$ cat config.mk
export PLATFORM = sky130hd
export DESIGN_NAME = fog_closed_loop_v2
export DESIGN_NICKNAME = d
export VERILOG_FILES = /design/src/rtl/fog_closed_loop_v2.sv
export SDC_FILE = /design/constraint.sdc
export NUM_CORES = 1
export LEC_CHECK = 0
export BUFFER_PORTS_ARGS = -buffer_cell sky130_fd_sc_hd__buf_2
export CAP_MARGIN = 5
export CORE_ASPECT_RATIO = 1.5
export CORE_MARGIN = 2
export CORE_UTILIZATION = 40
export DETAILED_ROUTE_END_ITERATION = 16
export GPL_TIMING_DRIVEN = 0
export SYNTH_ARGS = -nofsm -noshare
export SYNTH_HDL_FRONTEND = slang
export SYNTH_SLANG_ARGS = --single-unit
$ cat constraint.sdc
create_clock -name i_clk -period 18.7 [get_ports i_clk]
set_clock_uncertainty 0.15 [all_clocks]
set_input_delay 0.935 -clock i_clk [delete_from_list [all_inputs] [get_ports i_clk]]
set_output_delay 0.935 -clock i_clk [all_outputs]
set_load 0.02 [all_outputs]
$ cat src/rtl/fog_closed_loop_v2.sv
// Closed-loop fiber-optic gyro core: square-wave modulator, gated
// demodulator, error generator and feedback step/phase-ramp integrator.
module fog_closed_loop_v2 #(
  parameter int unsigned ADC_BIT = 14,
  parameter int unsigned DATA_W  = 32,
  parameter int unsigned AVG_MAX = 6
) (
  input  logic                      i_clk,
  input  logic                      i_rst,
  input  logic signed [ADC_BIT-1:0] i_adc_data,
  input  logic        [31:0]        i_freq_cnt,
  input  logic signed [DATA_W-1:0]  i_amp_H,
  input  logic signed [DATA_W-1:0]  i_amp_L,
  input  logic                      i_polarity,
  input  logic        [15:0]        i_wait_cnt,
  input  logic signed [DATA_W-1:0]  i_err_offset,
  input  logic        [2:0]         i_avg_sel,
  input  logic        [4:0]         i_gain_sel,
  input  logic        [1:0]         i_mode,
  input  logic signed [DATA_W-1:0]  i_const_step,
  output logic signed [DATA_W-1:0]  o_mod_out,
  output logic                      o_status,
  output logic                      o_trig,
  output logic signed [DATA_W-1:0]  o_err,
  output logic                      o_err_vld,
  output logic signed [DATA_W-1:0]  o_step,
  output logic                      o_step_vld,
  output logic signed [DATA_W-1:0]  o_ramp
);

  localparam int unsigned ACC_W  = ADC_BIT + AVG_MAX + 1;
  localparam int unsigned DIF_W  = ACC_W + 1;
  localparam int unsigned EXT_W  = DATA_W + DIF_W + 2;
  localparam int unsigned SCNT_W = AVG_MAX + 1;

  localparam logic signed [DATA_W-1:0] SAT_MAX = {1'b0, {(DATA_W-1){1'b1}}};
  localparam logic signed [DATA_W-1:0] SAT_MIN = {1'b1, {(DATA_W-1){1'b0}}};

  typedef enum logic [1:0] {S_IDLE, S_WAIT, S_ACC, S_DONE} state_t;

  logic        [31:0]        r_cnt;
  logic        [31:0]        r_n;
  logic                      r_status;
  logic                      r_trig;
  logic signed [DATA_W-1:0]  r_mod;
  state_t                    r_state;
  logic        [15:0]        r_wait;
  logic signed [ACC_W-1:0]   r_acc;
  logic        [SCNT_W-1:0]  r_samp;
  logic signed [ACC_W-1:0]   r_sum_h;
  logic                      r_sum_h_vld;
  logic signed [DIF_W-1:0]   r_diff;
  logic                      r_diff_vld;
  logic signed [DATA_W-1:0]  r_err;
  logic                      r_err_vld;
  logic signed [DATA_W-1:0]  r_step;
  logic                      r_step_vld;
  logic signed [DATA_W-1:0]  r_ramp;
  logic                      r_prev_open;

  logic        [31:0]        w_n_new;
  logic                      w_wrap;
  logic        [2:0]         w_avg;
  logic        [SCNT_W-1:0]  w_samp_last;
  logic signed [ACC_W-1:0]   w_adc_ext;
  logic signed [DIF_W-1:0]   w_sh;
  logic signed [EXT_W-1:0]   w_e_ext;
  logic signed [EXT_W-1:0]   w_off_ext;
  logic signed [EXT_W-1:0]   w_pol;
  logic signed [EXT_W-1:0]   w_res;
  logic                      w_res_fits;
  logic signed [DATA_W-1:0]  w_err_sat;
  logic signed [DATA_W-1:0]  w_gain_sh;
  logic signed [DATA_W:0]    w_step_sum;
  logic signed [DATA_W-1:0]  w_step_sat;
  logic                      w_open;

  assign w_n_new     = (i_freq_cnt < 32'd2) ? 32'd2 : i_freq_cnt;
  assign w_wrap      = (r_cnt == r_n - 32'd1);
  assign w_avg       = (i_avg_sel > 3'(AVG_MAX)) ? 3'(AVG_MAX) : i_avg_sel;
  assign w_samp_last = (SCNT_W'(1) << w_avg) - SCNT_W'(1);
  assign w_adc_ext   = {{(ACC_W-ADC_BIT){i_adc_data[ADC_BIT-1]}}, i_adc_data};

  // error path: scale, polarity, offset, saturate to DATA_W
  assign w_sh       = r_diff >>> w_avg;
  assign w_e_ext    = {{(EXT_W-DIF_W){w_sh[DIF_W-1]}}, w_sh};
  assign w_off_ext  = {{(EXT_W-DATA_W){i_err_offset[DATA_W-1]}}, i_err_offset};
  assign w_pol      = i_polarity ? -w_e_ext : w_e_ext;
  assign w_res      = w_pol - w_off_ext;
  assign w_res_fits = (&w_res[EXT_W-1:DATA_W-1]) | ~(|w_res[EXT_W-1:DATA_W-1]);
  assign w_err_sat  = w_res_fits ? w_res[DATA_W-1:0] : (w_res[EXT_W-1] ? SAT_MIN : SAT_MAX);

  // closed-loop step: accumulate scaled error with saturation
  assign w_gain_sh  = r_err >>> i_gain_sel;
  assign w_step_sum = {r_step[DATA_W-1], r_step} + {w_gain_sh[DATA_W-1], w_gain_sh};
  assign w_step_sat = (w_step_sum[DATA_W] != w_step_sum[DATA_W-1])
                      ? (w_step_sum[DATA_W] ? SAT_MIN : SAT_MAX)
                      : w_step_sum[DATA_W-1:0];
  assign w_open     = (i_mode == 2'd0) || (i_mode == 2'd3);

  // half-period modulator; period length latched only at reload
  always_ff @(posedge i_clk) begin
    if (i_rst) begin
      r_cnt    <= '0;
      r_n      <= w_n_new;
      r_status <= 1'b0;
      r_trig   <= 1'b0;
      r_mod    <= '0;
    end else begin
      r_trig <= w_wrap;
      if (w_wrap) begin
        r_cnt    <= '0;
        r_n      <= w_n_new;
        r_status <= ~r_status;
      end else begin
        r_cnt <= r_cnt + 32'd1;
      end
      r_mod <= (w_wrap ? ~r_status : r_status) ? i_amp_H : i_amp_L;
    end
  end

  // demodulator FSM: settle, accumulate 2^A samples, pair high/low halves
  always_ff @(posedge i_clk) begin
    if (i_rst) begin
      r_state     <= S_IDLE;
      r_wait      <= '0;
      r_acc       <= '0;
      r_samp      <= '0;
      r_sum_h     <= '0;
      r_sum_h_vld <= 1'b0;
      r_diff      <= '0;
      r_diff_vld  <= 1'b0;
    end else begin
      r_diff_vld <= 1'b0;
      if (r_trig) begin
        if (r_state == S_DONE && !r_status) begin
          r_sum_h     <= r_acc;
          r_sum_h_vld <= 1'b1;
        end else begin
          r_sum_h_vld <= 1'b0;
          if (r_state == S_DONE && r_sum_h_vld) begin
            r_diff     <= {r_sum_h[ACC_W-1], r_sum_h} - {r_acc[ACC_W-1], r_acc};
            r_diff_vld <= 1'b1;
          end
        end
        r_wait  <= i_wait_cnt;
        r_acc   <= '0;
        r_samp  <= '0;
        r_state <= (i_wait_cnt == 16'd0) ? S_ACC : S_WAIT;
      end else begin
        case (r_state)
          S_WAIT: begin
            r_wait <= r_wait - 16'd1;
            if (r_wait <= 16'd1) r_state <= S_ACC;
          end
          S_ACC: begin
            r_acc  <= r_acc + w_adc_ext;
            r_samp <= r_samp + SCNT_W'(1);
            if (r_samp == w_samp_last) r_state <= S_DONE;
          end
          default: ;
        endcase
      end
    end
  end

  // registered error output, held between pulses
  always_ff @(posedge i_clk) begin
    if (i_rst) begin
      r_err     <= '0;
      r_err_vld <= 1'b0;
    end else begin
      r_err_vld <= r_diff_vld;
      if (r_diff_vld) r_err <= w_err_sat;
    end
  end

  // feedback step and phase ramp; entering open mode clears both
  always_ff @(posedge i_clk) begin
    if (i_rst) begin
      r_step      <= '0;
      r_step_vld  <= 1'b0;
      r_ramp      <= '0;
      r_prev_open <= 1'b1;
    end else begin
      r_prev_open <= w_open;
      r_step_vld  <= r_err_vld;
      if (r_err_vld) begin
        case (i_mode)
          2'd1:    r_step <= w_step_sat;
          2'd2:    r_step <= i_const_step;
          default: r_step <= '0;
        endcase
      end
      if (r_step_vld) r_ramp <= r_ramp + r_step;
      if (w_open && !r_prev_open) begin
        r_step <= '0;
        r_ramp <= '0;
      end
    end
  end

  assign o_mod_out  = r_mod;
  assign o_status   = r_status;
  assign o_trig     = r_trig;
  assign o_err      = r_err;
  assign o_err_vld  = r_err_vld;
  assign o_step     = r_step;
  assign o_step_vld = r_step_vld;
  assign o_ramp     = r_ramp;

endmodule

==> flow_metrics.tcl <==
set metrics [dict create \
    overflow 0 \
    finalSetupViolations 0 \
    vdd_ir_drop_max_mv 0.0713 \
    critPathMaxStageDelay_ps 580 \
    gp_congestion 0.989 \
    drv_slew 0 \
    drc 0 \
    seq_area_frac_synth 0.254 \
    grt_pass1_wl_um 122000 \
    outcome "completed" \
    drv_cap 0 \
    postCtsSetupBuffers 0 \
    antenna_found_initial 12 \
    path_max_fanout 10 \
    hold_depth 2 \
    final_nets 3803 \
    final_hold_viol_count 0 \
    path_clk_slew_ps 60 \
    h-tree-depth 1 \
    timing.rr.end "o_err[24]" \
    die_w_um 204 \
    initial_utilization 0.406 \
    powerDensity_nw_per_um2 60.6 \
    grt_usage 0.246 \
    critPathSlowestCell "a2111oi_0" \
    hold_path_end "r_sum_h[12]" \
    rows 109 \
    crit_path_frequent_cell "buf_2" \
    clk_latency_ps 610 \
    syn-instance-count 3062 \
    tightest_slew_ps 884 \
    max_freq_mhz 106 \
    fin_ws_ps 9260 \
    yosys_warnings 0 \
    cts_made_buffers 31 \
    ys_types 92 \
    cts_root_buf "clkbuf_16" \
    via_count 23600 \
    routed_wl_um 78800 \
    placed_cells 4171 \
    synth-seq-cells 288 \
    critPathRequiredTime_ps 19040 \
    slew_headroom 0.408 \
    fin_total_pwr_uw 1680 \
    crit_family "simple AND/OR/NAND/NOR gates" \
    synth.area.top_cells "dfxtp_1, ha_1, a21oi_1, xnor2_1, nand2_1" \
    clkSinkCount 288 \
    synth_ff_type "dfxtp_1" \
    reg2regPathDepth 29 \
    leakage_uw 0.0121 \
    first_pass_iters 5 \
    die-area_um2 61900 \
    rr_startpoint "r_diff[21]" \
    fin_tns_setup_ps 0 \
    start_kind "input port" \
    min_period_ps 9440 \
    yosysTopAreaCell "dfxtp_1" \
    reg2reg_slack_ps 10360 \
    synth_fp_nets 3438 \
    cts.path.max_buffers 3 \
    synth.most_common_cell "a21oi_1" \
    viasPerCell 5.57 \
    netlist_area_um2 24000 \
    cts_tree "built" \
    io_buffers 332 \
    hold_class "flip-flop to flip-flop" \
    area_delta_synth_final_pct 15.4 \
    cp.arrival_ps 9780 \
    fin_crit_sh 0.505 \
    dp_hpwl_um 65600 \
    holdBufCountCts 0 \
    grt_max_degree 42 \
    drt.antenna.violating_nets 0 \
    dp_slack_ps 8790 \
    synth_top_area_share 0.214 \
    async_flop_share 0 \
    ys_top_cells_by_count "a21oi_1, nand2_1, nor2_1, dfxtp_1, ha_1" \
    end_kind "flip-flop" \
    cp_num_buf_inv 9 \
    wl_per_cell_um 18.6 \
    coreArea_um2 59100 \
    rsz0062_at_grt "false" \
    drt_iter0_markers 1021 \
    synth_edf_count 32 \
    grt_pass1_vias 23500 \
    critPathKind "input port to flip-flop" \
    drive_gt1_frac 0.143 \
    fp.dieH_um 304 \
    io_pins 335 \
    worstHoldStart "r_sum_h[12]" \
    stdcell_count 4231 \
    syn_avg_cell_area_um2 7.83 \
    ctsResizeCount 0 \
]
-- report_power, final --
group	internal, µW	switching (µW)	total [µW]
registers	637	9.81	647
clock network	371	278	650
logic	146	235	381
total	1150	523	1680
-- placed cells by master, fill, tap and decap left out, types with 23 or more instances in the layout --
master | netlist | routed
a221o_1 | 31 | 31
a21oi_1 | 311 | 311
buf_2 | 18 | 350
nor3_1 | 64 | 64
a31oi_1 | 36 | 36
nand2b_1 | 34 | 34
o21ai_0 | 164 | 164
o21a_1 | 24 | 24
nor4_1 | 32 | 32
edfxtp_1 | 32 | 32
nand3_1 | 63 | 63
or3_1 | 28 | 28
a22o_1 | 23 | 23
inv_1 | 138 | 138
mux2i_1 | 110 | 110
nand4_1 | 34 | 34
clkbuf_1 | 153 | 156
ha_1 | 168 | 168
mux4_2 | 27 | 27
dfxtp_1 | 256 | 256
a21o_1 | 59 | 59
nand2_1 | 298 | 298
xor2_1 | 98 | 98
a211oi_1 | 45 | 45
nor2_1 | 296 | 296
clkbuf_16 | 0 | 31
xnor2_1 | 132 | 132
nor2b_1 | 35 | 35
and3_1 | 33 | 33
-- routing by layer --
layer / GRT usage / up-vias / wire [µm]
li1: - / 11800 / -
met1: 0.246 / 10900 / 28700
met2: 0.487 / 654 / 42000
met3: 0.0357 / 192 / 4210
met4: 0.115 / 18 / 3730
met5: 0 / - / 122
-- metrics by stage --
stage | area, µm² | utilization | hold WS (ps)
5_1_grt | 27700 | 0.468 | 321
6_report | 27700 | 0.468 | 308
2_1_floorplan | 24000 | - | 286
3_5_place_dp | 26600 | 0.450 | 301
3_3_place_gp | 26600 | 0.450 | 295
4_1_cts | 27700 | 0.468 | 310
-- tightest hold or removal path: stages (launching register included) --
cell and delay, ps:
dfxtp_1 310, nand2_1 50, a21oi_1 50
-- cell families (layout without fill, tap and decap cells) --
family | after synthesis | in the layout | share of synthesized area
AOI/OAI and AO/OA | 866 | 866 | 0.231
xor gates and xnor gates | 231 | 231 | 0.0852
adders and majority gates | 173 | 173 | 0.0919
buffers and inverters | 330 | 718 | 0.0537
DFF | 288 | 288 | 0.254
muxes | 153 | 153 | 0.0788
other | 0 | 4 | 0
and+or+nand+nor | 1021 | 1021 | 0.206
-- how the worst max path moves through the flow --
stage,endpoint,depth (start not counted),slack (ps),startpoint
2_1_floorplan,o_err[10],30,10890,i_avg_sel[1]
3_3_place_gp,o_err[29],32,8740,i_avg_sel[0]
3_5_place_dp,o_err[29],32,8790,i_avg_sel[0]
4_1_cts,o_err[24],32,9340,i_avg_sel[0]
5_1_grt,o_err[15],32,8670,i_avg_sel[0]
6_report,o_err[24],32,9260,i_avg_sel[0]
-- layout make-up --
type / instances / area, µm²
inverters: 140 / 526
clock inverters: 19 / 224
plain buffers: 190 / 762
repair buffers: 332 / 1660
well taps: 777 / 972
clock buffers: 37 / 828
fillers: 6042 / 31400
diodes: 4 / 10.0
multi-input cells: 2444 / 16600
flip-flops and latches: 288 / 6090
-- sequential cells by signal, indices dropped and copies added (netlist names) --
name	cells
o_err	32
o_mod_out	32
o_ramp	32
o_step	32
r_cnt	32
r_n	32
r_diff	22
r_acc	21
r_sum_h	21
r_wait	16
r_samp	7
r_state	2
o_err_vld	1
o_status	1
o_step_vld	1
o_trig	1
r_diff_vld	1
r_prev_open	1
r_sum_h_vld	1
No activity file was read; power rests on OpenSTA's default activity.
